<file path="src/rtl/cic_up_s3_if.sv">
// Stream bundle for the cic_up_s3 interpolator: global enable, low-rate
// input handshake, high-rate output and the underflow status flag.
interface cic_up_s3_if #(
    parameter int DATA_WIDTH = 12,
    parameter int OUT_WIDTH  = 16
);
    logic                         clk_enable;
    logic signed [DATA_WIDTH-1:0] in_data;
    logic                         in_valid;
    logic                         in_ready;
    logic signed [OUT_WIDTH-1:0]  out_data;
    logic                         out_valid;
    logic                         uflow;

    // Driver side (sample source / sink and enable generator)
    modport master (
        output clk_enable,
        output in_data,
        output in_valid,
        input  in_ready,
        input  out_data,
        input  out_valid,
        input  uflow
    );

    // Interpolator side
    modport slave (
        input  clk_enable,
        input  in_data,
        input  in_valid,
        output in_ready,
        output out_data,
        output out_valid,
        output uflow
    );
endinterface

</file>
<file path="src/rtl/cic_up_s3.sv">
// cic_up_s3: 3-stage CIC interpolator, differential delay 1, factor
// R = 2**RATE_LOG2, DC gain R^2. Combs run at the low rate (phase-0 slots),
// integrators run every enabled cycle on a zero-stuffed comb output.
// All arithmetic is modular two's complement at OUT_WIDTH; wrap inside the
// integrators is exact and cancels at the output.
//
// Optional feature: define CIC_UP_UFLOW_EN to enable sticky underflow
// detection (a phase-0 slot without in_valid after the first accepted
// sample). Without it uflow is tied low and the datapath is unchanged.
module cic_up_s3 #(
    parameter int DATA_WIDTH = 12,
    parameter int RATE_LOG2  = 2
) (
    input logic         clk,
    input logic         sys_rst_n,
    cic_up_s3_if.slave  bus
);
    localparam int OUT_WIDTH = DATA_WIDTH + 2 * RATE_LOG2;
    localparam int EXT_WIDTH = OUT_WIDTH - DATA_WIDTH;

    // Enabled edges from reset release until the first output is valid:
    // one for the comb register, three integrators, one output register.
    localparam logic [2:0] FILL_EDGES = 3'd5;

    typedef logic signed [OUT_WIDTH-1:0] acc_t;

    logic [RATE_LOG2-1:0] phase;
    logic                 slot;
    logic                 stuff;
    logic [2:0]           fill_cnt;

    acc_t x_ext;
    acc_t x_in;
    acc_t c1;
    acc_t c2;
    acc_t c3;
    acc_t d1;
    acc_t d2;
    acc_t d3;
    acc_t comb_q;
    acc_t int_in;
    acc_t int1;
    acc_t int2;
    acc_t int3;
    acc_t out_q;

    // Low-rate slot: the only cycle in which a sample can be taken
    assign slot         = bus.clk_enable & (phase == '0);
    assign bus.in_ready = slot;

    // Sign-extend, with zero insertion when the source has nothing ready
    assign x_ext = {{EXT_WIDTH{bus.in_data[DATA_WIDTH-1]}}, bus.in_data};
    assign x_in  = bus.in_valid ? x_ext : '0;

    // Comb cascade evaluated combinationally, captured only at slots
    assign c1 = x_in - d1;
    assign c2 = c1 - d2;
    assign c3 = c2 - d3;

    // comb_q carries a fresh value only in the cycle right after a slot;
    // every other high-rate cycle feeds zero into the integrators.
    assign stuff  = (phase == RATE_LOG2'(1));
    assign int_in = stuff ? comb_q : '0;

    // Phase counter: free-running modulo R while enabled
    always_ff @(posedge clk or negedge sys_rst_n) begin
        if (!sys_rst_n) begin
            phase <= '0;
        end else if (bus.clk_enable) begin
            phase <= phase + RATE_LOG2'(1);
        end
    end

    // Comb delay line and comb output register, low-rate only
    always_ff @(posedge clk or negedge sys_rst_n) begin
        if (!sys_rst_n) begin
            d1     <= '0;
            d2     <= '0;
            d3     <= '0;
            comb_q <= '0;
        end else if (slot) begin
            d1     <= x_in;
            d2     <= c1;
            d3     <= c2;
            comb_q <= c3;
        end
    end

    // Integrator chain, each stage accumulating the previous stage's register
    always_ff @(posedge clk or negedge sys_rst_n) begin
        if (!sys_rst_n) begin
            int1 <= '0;
            int2 <= '0;
            int3 <= '0;
        end else if (bus.clk_enable) begin
            int1 <= int1 + int_in;
            int2 <= int2 + int1;
            int3 <= int3 + int2;
        end
    end

    // Output register aligns the first term to four edges after acceptance
    always_ff @(posedge clk or negedge sys_rst_n) begin
        if (!sys_rst_n) begin
            out_q <= '0;
        end else if (bus.clk_enable) begin
            out_q <= int3;
        end
    end

    // Pipeline fill timer: down-counts enabled edges, terminal count at zero
    always_ff @(posedge clk or negedge sys_rst_n) begin
        if (!sys_rst_n) begin
            fill_cnt <= FILL_EDGES;
        end else if (bus.clk_enable && (fill_cnt != 3'd0)) begin
            fill_cnt <= fill_cnt - 3'd1;
        end
    end

    assign bus.out_data  = out_q;
    assign bus.out_valid = bus.clk_enable & (fill_cnt == 3'd0);

`ifdef CIC_UP_UFLOW_EN
    logic seen_sample;
    logic uflow_q;

    // Sticky underflow: a missed slot only counts once streaming has begun
    always_ff @(posedge clk or negedge sys_rst_n) begin
        if (!sys_rst_n) begin
            seen_sample <= 1'b0;
            uflow_q     <= 1'b0;
        end else if (slot) begin
            if (bus.in_valid) begin
                seen_sample <= 1'b1;
            end else if (seen_sample) begin
                uflow_q <= 1'b1;
            end
        end
    end

    assign bus.uflow = uflow_q;
`else
    assign bus.uflow = 1'b0;
`endif

endmodule
</file>
<file path="src/flat_wrapper.sv">
// flat-port wrapper written by rule: the top's interface ports become plain ports
module cic_up_s3_flat 
#(
    parameter int DATA_WIDTH = 12,
    parameter int RATE_LOG2  = 2
)
  (clk, sys_rst_n, bus_clk_enable, bus_in_data, bus_in_valid, bus_in_ready, bus_out_data, bus_out_valid, bus_uflow);
  cic_up_s3_if #(.DATA_WIDTH(DATA_WIDTH)) bus_i ();
  input logic clk;
  input logic sys_rst_n;
  input wire logic [$bits(bus_i.clk_enable)-1:0] bus_clk_enable;
  input wire logic [$bits(bus_i.in_data)-1:0] bus_in_data;
  input wire logic [$bits(bus_i.in_valid)-1:0] bus_in_valid;
  output wire logic [$bits(bus_i.in_ready)-1:0] bus_in_ready;
  output wire logic [$bits(bus_i.out_data)-1:0] bus_out_data;
  output wire logic [$bits(bus_i.out_valid)-1:0] bus_out_valid;
  output wire logic [$bits(bus_i.uflow)-1:0] bus_uflow;
  assign bus_i.clk_enable = bus_clk_enable;
  assign bus_i.in_data = bus_in_data;
  assign bus_i.in_valid = bus_in_valid;
  assign bus_in_ready = bus_i.in_ready;
  assign bus_out_data = bus_i.out_data;
  assign bus_out_valid = bus_i.out_valid;
  assign bus_uflow = bus_i.uflow;
  cic_up_s3 #(.DATA_WIDTH(DATA_WIDTH), .RATE_LOG2(RATE_LOG2)) u_core (.clk(clk), .sys_rst_n(sys_rst_n), .bus(bus_i));
endmodule
</file>
<file path="config.mk">
export PLATFORM = sky130hd
export DESIGN_NAME = cic_up_s3_flat
export DESIGN_NICKNAME = d
export VERILOG_FILES = /design/src/rtl/cic_up_s3_if.sv /design/src/rtl/cic_up_s3.sv /design/src/flat_wrapper.sv
export SDC_FILE = /design/constraint.sdc
export NUM_CORES = 1
export LEC_CHECK = 0
export CORE_UTILIZATION = 56
export CTS_CLUSTER_DIAMETER = 200
export CTS_CLUSTER_SIZE = 10
export DETAILED_ROUTE_END_ITERATION = 6
export PLACE_DENSITY = 0.77
export SYNTH_ARGS = -nofsm -noshare
export SYNTH_HDL_FRONTEND = slang
export SYNTH_SLANG_ARGS = --single-unit
</file>
<file path="constraint.sdc">
create_clock -name clk -period 4.94 [get_ports clk]
set_input_delay 0.988 -clock clk [delete_from_list [all_inputs] [get_ports clk]]
set_output_delay 0.988 -clock clk [all_outputs]
set_load 0.1 [all_outputs]
</file>
==> impl_metrics.tcl <==
set metrics [dict create \
    wirelength_um 19300 \
    clkLatencyLatePin_ns 0.43 \
    syn_nets 1110 \
    ys.flop_type "dfrtp_1" \
    design.die.area_mm2 0.0166 \
    critical_path.startpoint "bus_in_valid" \
    hold_buffers 0 \
    die-height_um 129 \
    largest_net_degree_at_the_start_of_global_routing 63 \
    clk_transition_reported_paths_ns 0.06 \
    cp-end-kind "register" \
    most-common-layout-cells "145 x buf_4, 127 x dfrtp_1, 99 x nand2_1, 90 x inv_1, 82 x ha_1" \
    drtIter0Drc 332 \
    achievable-frequency_mhz 202 \
    failed_checks "negative setup slack" \
    number_of_h_tree_levels 4 \
    syn_inst 997 \
    std_cell_rows 46 \
    drt_first_pass_iters 4 \
    slew-limit-headroom_pct 35.6 \
    route.detailed.vias_per_inst 5.44 \
    global_route_wire_length_before_repair_um 32600 \
    grt_use_total_pct 24.5 \
    min_from "u_core.comb_q[12]" \
    maxCapViolCount 0 \
    initial_core_util_pct 57.1 \
    wl_met2_um 10300 \
    yosysSeqAreaShare_pct 35.8 \
    layout.nets 1280 \
    count_of_buffers_inserted_at_the_top_level_ports 33 \
    critical_path_class "input pin to register" \
    synth_area_per_cell_um2 9.06 \
    critPathRequiredTime_ns 5.23 \
    critical_path.startpoint_type "input pin" \
    synth_cell_types 73 \
    synthesis.yosys.warnings 0 \
    coreArea_mm2 0.0158 \
    wirelength_per_cell_um 13.8 \
    maxSlewViolCount 0 \
    detailroute.wirelength.met3_um 487 \
    finalWeightedCongestion 0.856 \
    timing_hold_violations_final 0 \
    critical_path.reg2reg.startpoint "u_core.d1[1]" \
    timing.critical_path.fanout_max 4 \
    timing.final.crit_share_pct 100 \
    cts_tree "done" \
    async_reset_ff_share_pct 100 \
    areaGrowthSynthToFinish_pct 28.5 \
    fin_crit_ns 4.94 \
    finalWorstSetupSlack_ns -0.00397 \
    number_of_antenna_violations_at_the_first_check_in_global_routing 0 \
    final_common_cell "buf_4" \
    synth-seq-cells 129 \
    synth-edff-count 0 \
    grt.overflow.total 0 \
    timing.critical_path.arrival_ns 5.24 \
    worst_clock_skew_ns 0.0101 \
    postRouteAntennaNets 0 \
    root_buffer "clkbuf_16" \
    via_count_of_the_first_global_routing_pass 7431 \
    max_slew.worst_pin.slew_ns 0.963 \
    num_antenna_cells 0 \
    rsz0062_at_grt "yes" \
    syn-cell-area_mm2 0.00903 \
    result_of_the_run "finished with violations" \
    chipWidth_um 129 \
    design.portCount 35 \
    post_layout_utilization_of_the_core_pct 73.3 \
    cts.sink_count 129 \
    topRoutingLayerUsed "met4" \
    cts_buffer_depth 2 \
    cts-buffers-inserted 17 \
    hpwl_um 12200 \
    detail_route.wirelength.met1_um 8110 \
    layout-drive-gt1-share_pct 25.8 \
    vias 7594 \
    final-setup-viol-count 1 \
    min_path_type "register to register" \
    num-fill-cells 1070 \
    drc_viols 0 \
]
-- per-stage QoR --
stage / area [µm²] / cells / hold slack, ns / setup slack (ns) / TNS, ns
6_report: 11600 / 1396 / 0.467 / -0.00397 / -0.00397
5_1_grt: 11600 / 1396 / 0.487 / -0.178 / -0.735
4_1_cts: 11400 / 1386 / 0.471 / 0.00130 / 0
3_5_place_dp: 10300 / 1307 / 0.459 / -0.725 / -4.64
3_3_place_gp: 10300 / 1307 / 0.452 / -0.612 / -3.83
2_1_floorplan: 9110 / 997 / 0.440 / 0.00639 / 0
-- registers in the layout, summed over array words and instances, names as in the netlist --
| register | cells |
|---|---|
| u_core.bus.out_data | 16 |
| u_core.comb_q | 16 |
| u_core.d2 | 16 |
| u_core.d3 | 16 |
| u_core.int1 | 16 |
| u_core.int2 | 16 |
| u_core.int3 | 16 |
| u_core.d1 | 12 |
| u_core.fill_cnt | 3 |
| u_core.phase | 2 |
-- kinds of logic (layout without fill, tap and decap cells) --
logic type,after synthesis,count (layout),synth area share (%)
AO/OA/AOI/OAI,244,244,17.5
XOR/XNOR,55,55,5.49
adder cells (fa/ha/maj),97,97,13.9
buffers and inverters,123,306,5.29
flip-flops,129,129,35.8
multiplexers,48,48,5.97
other,1,1,0.0415
AND/OR/NAND/NOR,300,300,16.1
-- cell type report --
class	count	area (µm²)	area share, %
multi-input combinational	745	5660	48.7
sequential	129	3230	27.8
timing repair buffer	181	1460	12.6
clock buffer	18	429	3.70
inverter	93	354	3.05
tap	216	270	2.33
clock inverter	14	204	1.76
-- synth_stat cells (8+ instances only) --
cell,n,share of area [%]
dfrtp_1,127,35
nand2_1,105,4.4
inv_1,92,3.8
ha_1,91,13
o21ai_0,85,4.7
nor2_1,56,2.3
mux2_2,47,5.9
a21oi_1,37,2.1
xnor2_1,36,3.5
nor3_1,33,1.8
and2_1,26,1.8
a21o_1,20,1.7
clkbuf_1,19,0.79
o21a_1,19,1.6
xor2_1,18,1.7
a31oi_1,17,1.2
nand3_1,14,0.78
or3_1,11,0.76
and3_1,10,0.69
nor2b_1,9,0.62
o31ai_1,9,0.75
nand2b_1,8,0.55
-- critical path: stages --
cell       delay [ns]
buf_8            0.11
and2_4           0.16
ha_4             0.30
nand3b_1         0.19
a2111oi_4        0.39
or3_4            0.23
nand2_2          0.06
nand2_2          0.07
a21oi_2          0.06
xnor2_1          0.20
ha_1             0.29
buf_4            0.15
buf_4            0.13
a21o_1           0.22
a31o_4           0.25
a21oi_4          0.15
xnor2_2          0.15
ha_2             0.31
or2_4            0.24
a21oi_4          0.14
a21oi_2          0.06
a31oi_1          0.18
xnor2_1          0.14
o21ai_1          0.07
-- per-layer routing --
metal / vias to the layer above / global-route usage, %
li1: 3857 / -
met1: 3578 / 26.0
met2: 122 / 47.4
met4: 0 / 8.58
met3: 37 / 5.20
met5: - / 0
-- repair_timing --
| item | 4_1_cts | 5_1_grt |
|---|---|---|
| pin swaps | 36 | 51 |
| endpoints found under the setup margin | 6 | 8 |
| cloned | 0 | 0 |
| buffers inserted | 48 | 11 |
| gates resized for setup | 31 | 55 |
-- path summary, 6_finish.rpt --
check / endpoint / cells past startpoint / slack [ns]
worst max register to register: u_core.comb_q[15] / 23 / 0.35
worst max-delay path: u_core.comb_q[15] / 24 / -0.004
min in group asynchronous: u_core.bus.out_data[1] / 1 / 0.62
worst min-delay path: u_core.comb_q[12] / 2 / 0.47
worst min register to register: u_core.comb_q[12] / 2 / 0.47
max in group asynchronous: u_core.fill_cnt[2] / 2 / 3.29
Power is not shown: default switching activity piles up to over one toggle a cycle in this logic, so the estimate is an artifact.
